===== src/rtl/user_obi_copy_mgr.sv =====
// Default OBI struct types for the copy engine: croc-style nested a/r channels.
// Latency: n/a (types only).
// Backpressure: n/a (types only).
package user_obi_copy_mgr_pkg;

  typedef struct packed {
    logic [31:0] addr;
    logic        we;
    logic [3:0]  be;
    logic [31:0] wdata;
    logic [3:0]  aid;
  } sbr_obi_a_chan_t;

  typedef struct packed {
    sbr_obi_a_chan_t a;
    logic            req;
  } sbr_obi_req_t;

  typedef struct packed {
    logic [31:0] rdata;
    logic [3:0]  rid;
    logic        err;
  } sbr_obi_r_chan_t;

  typedef struct packed {
    sbr_obi_r_chan_t r;
    logic            gnt;
    logic            rvalid;
  } sbr_obi_rsp_t;

  typedef struct packed {
    logic [31:0] addr;
    logic        we;
    logic [3:0]  be;
    logic [31:0] wdata;
    logic [0:0]  aid;
  } mgr_obi_a_chan_t;

  typedef struct packed {
    mgr_obi_a_chan_t a;
    logic            req;
  } mgr_obi_req_t;

  typedef struct packed {
    logic [31:0] rdata;
    logic [0:0]  rid;
    logic        err;
  } mgr_obi_r_chan_t;

  typedef struct packed {
    mgr_obi_r_chan_t r;
    logic            gnt;
    logic            rvalid;
  } mgr_obi_rsp_t;

endpackage

// Word-copy engine: register-programmed SRC/DST/LEN, copies LEN words via OBI read-then-write.
// Latency: config response 1 cycle after request; copy runs 4 cycles/word at best, irq 1 cycle after finish.
// Backpressure: config port always grants; manager port holds each request stable until gnt, one outstanding.
// Ports: clk_i/rst_ni; sbr_req_i/sbr_rsp_o config port; mgr_req_o/mgr_rsp_i copy port; done_irq_o pulse.
module user_obi_copy_mgr #(
  parameter type         sbr_obi_req_t = user_obi_copy_mgr_pkg::sbr_obi_req_t,
  parameter type         sbr_obi_rsp_t = user_obi_copy_mgr_pkg::sbr_obi_rsp_t,
  parameter type         mgr_obi_req_t = user_obi_copy_mgr_pkg::mgr_obi_req_t,
  parameter type         mgr_obi_rsp_t = user_obi_copy_mgr_pkg::mgr_obi_rsp_t,
  parameter int unsigned LenWidth      = 16
) (
  input  logic         clk_i,
  input  logic         rst_ni,
  input  sbr_obi_req_t sbr_req_i,
  output sbr_obi_rsp_t sbr_rsp_o,
  output mgr_obi_req_t mgr_req_o,
  input  mgr_obi_rsp_t mgr_rsp_i,
  output logic         done_irq_o
);

  typedef enum logic [2:0] {
    IDLE    = 3'd0,
    RD_REQ  = 3'd1,
    RD_WAIT = 3'd2,
    WR_REQ  = 3'd3,
    WR_WAIT = 3'd4
  } state_e;

  state_e              state_q, state_d;
  logic [31:0]         src_q, src_d;
  logic [31:0]         dst_q, dst_d;
  logic [LenWidth-1:0] len_q, len_d;
  logic [31:0]         cur_src_q, cur_src_d;
  logic [31:0]         cur_dst_q, cur_dst_d;
  logic [LenWidth-1:0] remaining_q, remaining_d;
  logic [31:0]         data_q, data_d;
  logic                done_q, done_d;
  logic                err_q, err_d;
  logic                irq_q, irq_d;
  sbr_obi_rsp_t        rsp_q, rsp_d;

  logic       busy;
  logic       addr_ok;
  logic [1:0] reg_sel;
  logic       cfg_wr;
  logic       start;

  function automatic logic [31:0] be_merge(input logic [31:0] old_val,
                                           input logic [31:0] new_val,
                                           input logic [3:0]  be);
    logic [31:0] res;
    res = old_val;
    for (int b = 0; b < 4; b++) begin
      if (be[b]) res[8*b +: 8] = new_val[8*b +: 8];
    end
    return res;
  endfunction

  assign busy    = (state_q != IDLE);
  assign addr_ok = (sbr_req_i.a.addr[11:4] == 8'h00);
  assign reg_sel = sbr_req_i.a.addr[3:2];
  assign cfg_wr  = sbr_req_i.req && sbr_req_i.a.we && addr_ok;
  // Start is only honoured from IDLE; a start while copying is dropped.
  assign start   = cfg_wr && (reg_sel == 2'd3) && sbr_req_i.a.wdata[0] && !busy;

  always_comb begin
    state_d     = state_q;
    src_d       = src_q;
    dst_d       = dst_q;
    len_d       = len_q;
    cur_src_d   = cur_src_q;
    cur_dst_d   = cur_dst_q;
    remaining_d = remaining_q;
    data_d      = data_q;
    done_d      = done_q;
    err_d       = err_q;
    irq_d       = 1'b0;
    rsp_d       = '0;

    // Config response: registered, one cycle after each request.
    // Status reflects pre-update values when it collides with completion.
    rsp_d.rvalid = sbr_req_i.req;
    rsp_d.r.rid  = sbr_req_i.a.aid;
    if (sbr_req_i.req) begin
      if (!addr_ok) begin
        rsp_d.r.err = 1'b1;
      end else if (!sbr_req_i.a.we) begin
        case (reg_sel)
          2'd0:    rsp_d.r.rdata = {src_q[31:2], 2'b00};
          2'd1:    rsp_d.r.rdata = {dst_q[31:2], 2'b00};
          2'd2:    rsp_d.r.rdata = 32'(len_q);
          default: rsp_d.r.rdata = {29'd0, err_q, done_q, busy};
        endcase
      end
    end

    // Address/length registers are frozen while a copy is running.
    if (cfg_wr && !busy) begin
      case (reg_sel)
        2'd0:    src_d = be_merge(src_q, sbr_req_i.a.wdata, sbr_req_i.a.be) & 32'hFFFF_FFFC;
        2'd1:    dst_d = be_merge(dst_q, sbr_req_i.a.wdata, sbr_req_i.a.be) & 32'hFFFF_FFFC;
        2'd2:    len_d = LenWidth'(be_merge(32'(len_q), sbr_req_i.a.wdata, sbr_req_i.a.be));
        default: ;
      endcase
    end

    case (state_q)
      IDLE: begin
        if (start) begin
          done_d = 1'b0;
          err_d  = 1'b0;
          if (len_q == '0) begin
            done_d = 1'b1;
            irq_d  = 1'b1;
          end else begin
            cur_src_d   = src_q;
            cur_dst_d   = dst_q;
            remaining_d = len_q;
            state_d     = RD_REQ;
          end
        end
      end
      RD_REQ: begin
        if (mgr_rsp_i.gnt) state_d = RD_WAIT;
      end
      RD_WAIT: begin
        if (mgr_rsp_i.rvalid) begin
          if (mgr_rsp_i.r.err) begin
            err_d   = 1'b1;
            done_d  = 1'b1;
            irq_d   = 1'b1;
            state_d = IDLE;
          end else begin
            data_d  = mgr_rsp_i.r.rdata;
            state_d = WR_REQ;
          end
        end
      end
      WR_REQ: begin
        if (mgr_rsp_i.gnt) state_d = WR_WAIT;
      end
      WR_WAIT: begin
        if (mgr_rsp_i.rvalid) begin
          if (mgr_rsp_i.r.err) begin
            err_d   = 1'b1;
            done_d  = 1'b1;
            irq_d   = 1'b1;
            state_d = IDLE;
          end else begin
            cur_src_d   = cur_src_q + 32'd4;
            cur_dst_d   = cur_dst_q + 32'd4;
            remaining_d = remaining_q - LenWidth'(1);
            if (remaining_q == LenWidth'(1)) begin
              done_d  = 1'b1;
              irq_d   = 1'b1;
              state_d = IDLE;
            end else begin
              state_d = RD_REQ;
            end
          end
        end
      end
      default: state_d = IDLE;
    endcase
  end

  always_ff @(posedge clk_i or negedge rst_ni) begin
    if (!rst_ni) begin
      state_q     <= IDLE;
      src_q       <= '0;
      dst_q       <= '0;
      len_q       <= '0;
      cur_src_q   <= '0;
      cur_dst_q   <= '0;
      remaining_q <= '0;
      data_q      <= '0;
      done_q      <= 1'b0;
      err_q       <= 1'b0;
      irq_q       <= 1'b0;
      rsp_q       <= '0;
    end else begin
      state_q     <= state_d;
      src_q       <= src_d;
      dst_q       <= dst_d;
      len_q       <= len_d;
      cur_src_q   <= cur_src_d;
      cur_dst_q   <= cur_dst_d;
      remaining_q <= remaining_d;
      data_q      <= data_d;
      done_q      <= done_d;
      err_q       <= err_d;
      irq_q       <= irq_d;
      rsp_q       <= rsp_d;
    end
  end

  always_comb begin
    sbr_rsp_o     = rsp_q;
    sbr_rsp_o.gnt = 1'b1;
  end

  // Request fields derive only from flops, so they stay stable until gnt
  // and vanish as soon as reset asserts.
  always_comb begin
    mgr_req_o = '0;
    if (state_q == RD_REQ || state_q == WR_REQ) begin
      mgr_req_o.req     = 1'b1;
      mgr_req_o.a.we    = (state_q == WR_REQ);
      mgr_req_o.a.be    = 4'hF;
      mgr_req_o.a.addr  = (state_q == WR_REQ) ? cur_dst_q : cur_src_q;
      mgr_req_o.a.wdata = (state_q == WR_REQ) ? data_q : 32'h0;
    end
  end

  assign done_irq_o = irq_q;

  logic unused_bits;
  assign unused_bits = ^{sbr_req_i.a.addr[31:12], sbr_req_i.a.addr[1:0], mgr_rsp_i.r.rid};

endmodule


===== config.mk =====
export PLATFORM = sky130hd
export DESIGN_NAME = user_obi_copy_mgr
export DESIGN_NICKNAME = d
export VERILOG_FILES = /design/src/rtl/user_obi_copy_mgr.sv
export SDC_FILE = /design/constraint.sdc
export NUM_CORES = 1
export LEC_CHECK = 0
export CAP_MARGIN = 10
export CORE_ASPECT_RATIO = 2
export CORE_MARGIN = 4
export CORE_UTILIZATION = 57
export CTS_BUF_LIST = sky130_fd_sc_hd__clkbuf_16
export DETAILED_ROUTE_END_ITERATION = 10
export GPL_TIMING_DRIVEN = 0
export PLACE_DENSITY = 0.91
export RECOVER_POWER = 25
export SLEW_MARGIN = 20
export SYNTH_ARGS = -nofsm -noshare
export SYNTH_HDL_FRONTEND = slang
export SYNTH_SLANG_ARGS = --single-unit

===== constraint.sdc =====
create_clock -name clk_i -period 5.6 [get_ports clk_i]
set_input_delay 0.56 -clock clk_i [delete_from_list [all_inputs] [get_ports clk_i]]
set_output_delay 0.56 -clock clk_i [all_outputs]
set_load 0.01 [all_outputs]

==> flow_summary_export.csv <==
group,metric,value,unit
drt,routed-via-count,11000,
logic_synthesis,largest_family_of_logic_cells_by_synthesized_area,"simple AND/OR/NAND/NOR gates",
sta,final_min_period_over_clock_period,0.671,
logic_synthesis,synth_top_cells_by_area,"dfrtp_1, mux2_2, mux2i_1",
final_layout,final_util,0.724,
logic_synthesis,post_syn_area_per_cell,10.3,µm²
critical_path,worst_setup_path_start_kind,"flop",
floorplanning,placementRows,74,
final_layout,nFillCells,1450,
grt,antenna_found_initial,0,
sta,finalClockSkew,20.3,ps
drt,drtAntennaViolNets,0,
logic_synthesis,synth_largest_area_cell,"dfrtp_1",
placement,placedCellCount,1602,
power,p_leak,6.31,nW
placement,port_buffers,193,
floorplanning,core,20400,µm²
final_layout,final_net_count,1477,
final_layout,antenna_cells,0,
logic_synthesis,post_synthesis_sequential_area_ratio,0.486,
clocking,cts-hold-fix-buffers,1,
hold_path,timing.hold.worst.class,"flop to flop",
sta,final_hold_violations,0,
logic_synthesis,yosysMostFrequentCell,"dfrtp_1",
drt,routed_via_density,6.67,
floorplanning,ios,223,
logic_synthesis,synth.mux.area_fraction,0.158,
floorplanning,die_width,109,µm
logic_synthesis,netlist_instances,1139,
sta,final.min_clock_period,3760,ps
final_layout,ff_latch_area,5710,µm²
sta,worst_pin_slew,2420,ps
sta,maxClockFrequency,266,MHz
logic_synthesis,synth_xor_xnor_area_share,0.00149,
final_layout,layout.cells.non_filler,1643,
critical_path,cp_max_fo,10,
logic_synthesis,syn_area,11700,µm²
grt,via_count_of_the_first_global_routing_pass,11300,
logic_synthesis,ys_seq_elements,228,
logic_synthesis,synthAdderAreaFrac,0.00427,
clocking,postCtsResizedCells,0,
sta,hold-worst-slack,500,ps
grt,grt_first_pass_wirelength,64000,µm
floorplanning,total_die_area,23100,µm²
sta,timing.max_slew.rel_slack,-0.614,
clocking,cts.reportedPaths.clkPinSlew,70,ps
clocking,cts.sink_count,228,
sta,rsz_0062_raised_after_global_routing,"no",
logic_synthesis,synth_cell_type_count,76,
sta,max_slew_violation_total_from_the_final_report,42,
grt,grt_start_max_net_pins,103,
placement,finalWeightedCongestion,1.02,
final_layout,total_area_of_multi_input_combinational_cells,5590,µm²
drt,drt_first_iter_violations,1169,
final_layout,fraction_of_final_layout_cells_with_drive_strength_greater_than_1,0.137,
sta,finalSetupViolations,0,
drt,drcViolationCount,0,
clocking,h-tree-depth,1,
clocking,clock_tree.root_cell,"clkbuf_16",
logic_synthesis,synth_top_area_share,0.486,
floorplanning,dieHeight,211,µm
drt,drt_first_pass_iters,7,
drt,post_drt_wl_per_cell,25.7,µm
logic_synthesis,yosys_most_used_dff,"dfrtp_1",
critical_path,worstSetupPathType,"flop to output port",
grt,global_route.usage.total,0.367,
critical_path,worstPathRequired,5040,ps
placement,dp_hpwl,30600,µm
logic_synthesis,number_of_synthesized_flops_with_an_enable_pin,0,
clocking,post-cts-setup-buffers,0,
power,powerDensity,325,nW/µm²
logic_synthesis,synth_common_cells,"dfrtp_1, nor2_1, mux2_2, a21oi_1, nand2_1",
logic_synthesis,synth-warning-count,0,
logic_synthesis,synth-compound-area-share,0.146,
flow_run,drv.max_cap_violation_count,1,
critical_path,arrival,3200,ps
critical_path,critical_path.endpoint_type,"output port",
outcome,violations,"capacitance limit, slew limit",
clocking,clock_tree.buffer_depth,3,
clocking,numCtsBuffers,22,
power,vdd.ir_drop.worst,0.282,mV
drt,route.final.wire_length,42300,µm
logic_synthesis,post_synth_simple_gate_area,0.167,
outcome,status,"complete, but fails checks",
logic_synthesis,synth-async-reset-ratio,1.00,
final_layout,flow.area_growth_from_synthesis,25.8,%
clocking,clock_tree_from_tritoncts,"built",
grt,grt-ovfl-total,0,
clocking,clock_latency,520,ps
floorplanning,initial_core_util,0.576,
## placed cells by master (no fill, tap or decap), types with 6 or more instances in the layout
cell / count
a21oi_1: 69
a2bb2oi_1: 15
a31oi_1: 21
a32o_1: 6
and2_1: 7
and3_1: 40
buf_2: 15
buf_4: 13
clkbuf_1: 53
clkbuf_16: 23
clkdlybuf4s50_1: 181
dfrtp_1: 228
dlygate4sd3_1: 12
inv_1: 16
mux2_2: 105
mux2i_1: 61
nand2_1: 69
nand2b_1: 6
nand3_1: 43
nand4_1: 18
nor2_1: 111
nor3_1: 25
nor4_1: 16
o21ai_0: 48
o21ai_1: 6
o22a_1: 6
o22ai_1: 12
o2bb2ai_1: 9
o31ai_1: 18
## worst max-delay path, stage by stage (launching register included)
cell             delay, ps
dfrtp_1                470
clkbuf_1               450
clkbuf_1               550
clkbuf_1               400
and3_1                 240
clkdlybuf4s50_1        580
## final cells by class
type	count	area share
buffer	87	0.0273
clock buffer	23	0.0390
clock inverter	17	0.00848
inverter	8	0.00203
multi-input combinational	818	0.379
sequential	228	0.387
tap	266	0.0226
timing repair buffer	196	0.135
## flip-flops by register name (all words and copies together), names as in the netlist
signal,flops
done_irq_o,1
data_q,32
len_q,16
sbr_rsp_o,38
err_q,1
cur_dst_q,30
dst_q,30
src_q,30
remaining_q,16
done_q,1
state_q,3
cur_src_q,30
## metrics by stage
step	power [W]	setup slack (ps)	cell area (µm²)	setup TNS (ps)
6_report	0.00480	1840	14800	0
5_1_grt	0.00497	1720	14800	0
4_1_cts	0.00477	1880	14800	0
3_5_place_dp	0.00329	2290	14100	0
3_3_place_gp	0.00324	-5610	14000	-1272280
2_1_floorplan	0.00276	3370	11700	0
## metal layers
metal / part of all wire / global-route usage / vias up / wire length [µm]
met2: 0.51 / 0.623 / 723 / 21400
met4: 0.10 / 0.300 / 0 / 4240
li1: - / - / 4656 / -
met5: 0 / 0 / - / 0
met1: 0.31 / 0.389 / 5317 / 13300
met3: 0.079 / 0.0597 / 256 / 3330
## logic make-up (layout without fill, tap and decap cells)
group	count (synthesis)	count (layout)
and+or+nand+nor	378	378
AOI/OAI and AO/OA	260	260
DFF	228	228
muxes	170	170
buffers and inverters	95	331
adders and majority gates	4	4
other	2	4
xor gates and xnor gates	2	2
## power by group
part | leakage (nW) | internal, W | switching [W] | total [W]
combinational | 2.86 | 0.000501 | 0.000738 | 0.00124
clock | 0.375 | 0.000834 | 0.000650 | 0.00148
sequential | 3.07 | 0.00187 | 0.000201 | 0.00207
## path summary, 6_finish.rpt
path	from	end	slack [ps]	depth (start not counted)
hold reg to reg	remaining_q[12]$_DFFE_PN0P_	remaining_q[12]$_DFFE_PN0P_	500	1
hold / removal	remaining_q[12]$_DFFE_PN0P_	remaining_q[12]$_DFFE_PN0P_	500	1
max in group asynchronous	rst_ni	cur_dst_q[11]$_DFFE_PN0P_	2350	4
setup / recovery	state_q[1]$_DFFE_PN0P_	mgr_req_o[4]	1840	5
min in group asynchronous	rst_ni	sbr_rsp_o[0]$_DFF_PN0_	1350	2
setup reg to reg	state_q[0]$_DFFE_PN0P_	len_q[8]$_DFFE_PN0P_	2410	6
Note: power is estimated with default switching activity, not from simulation.
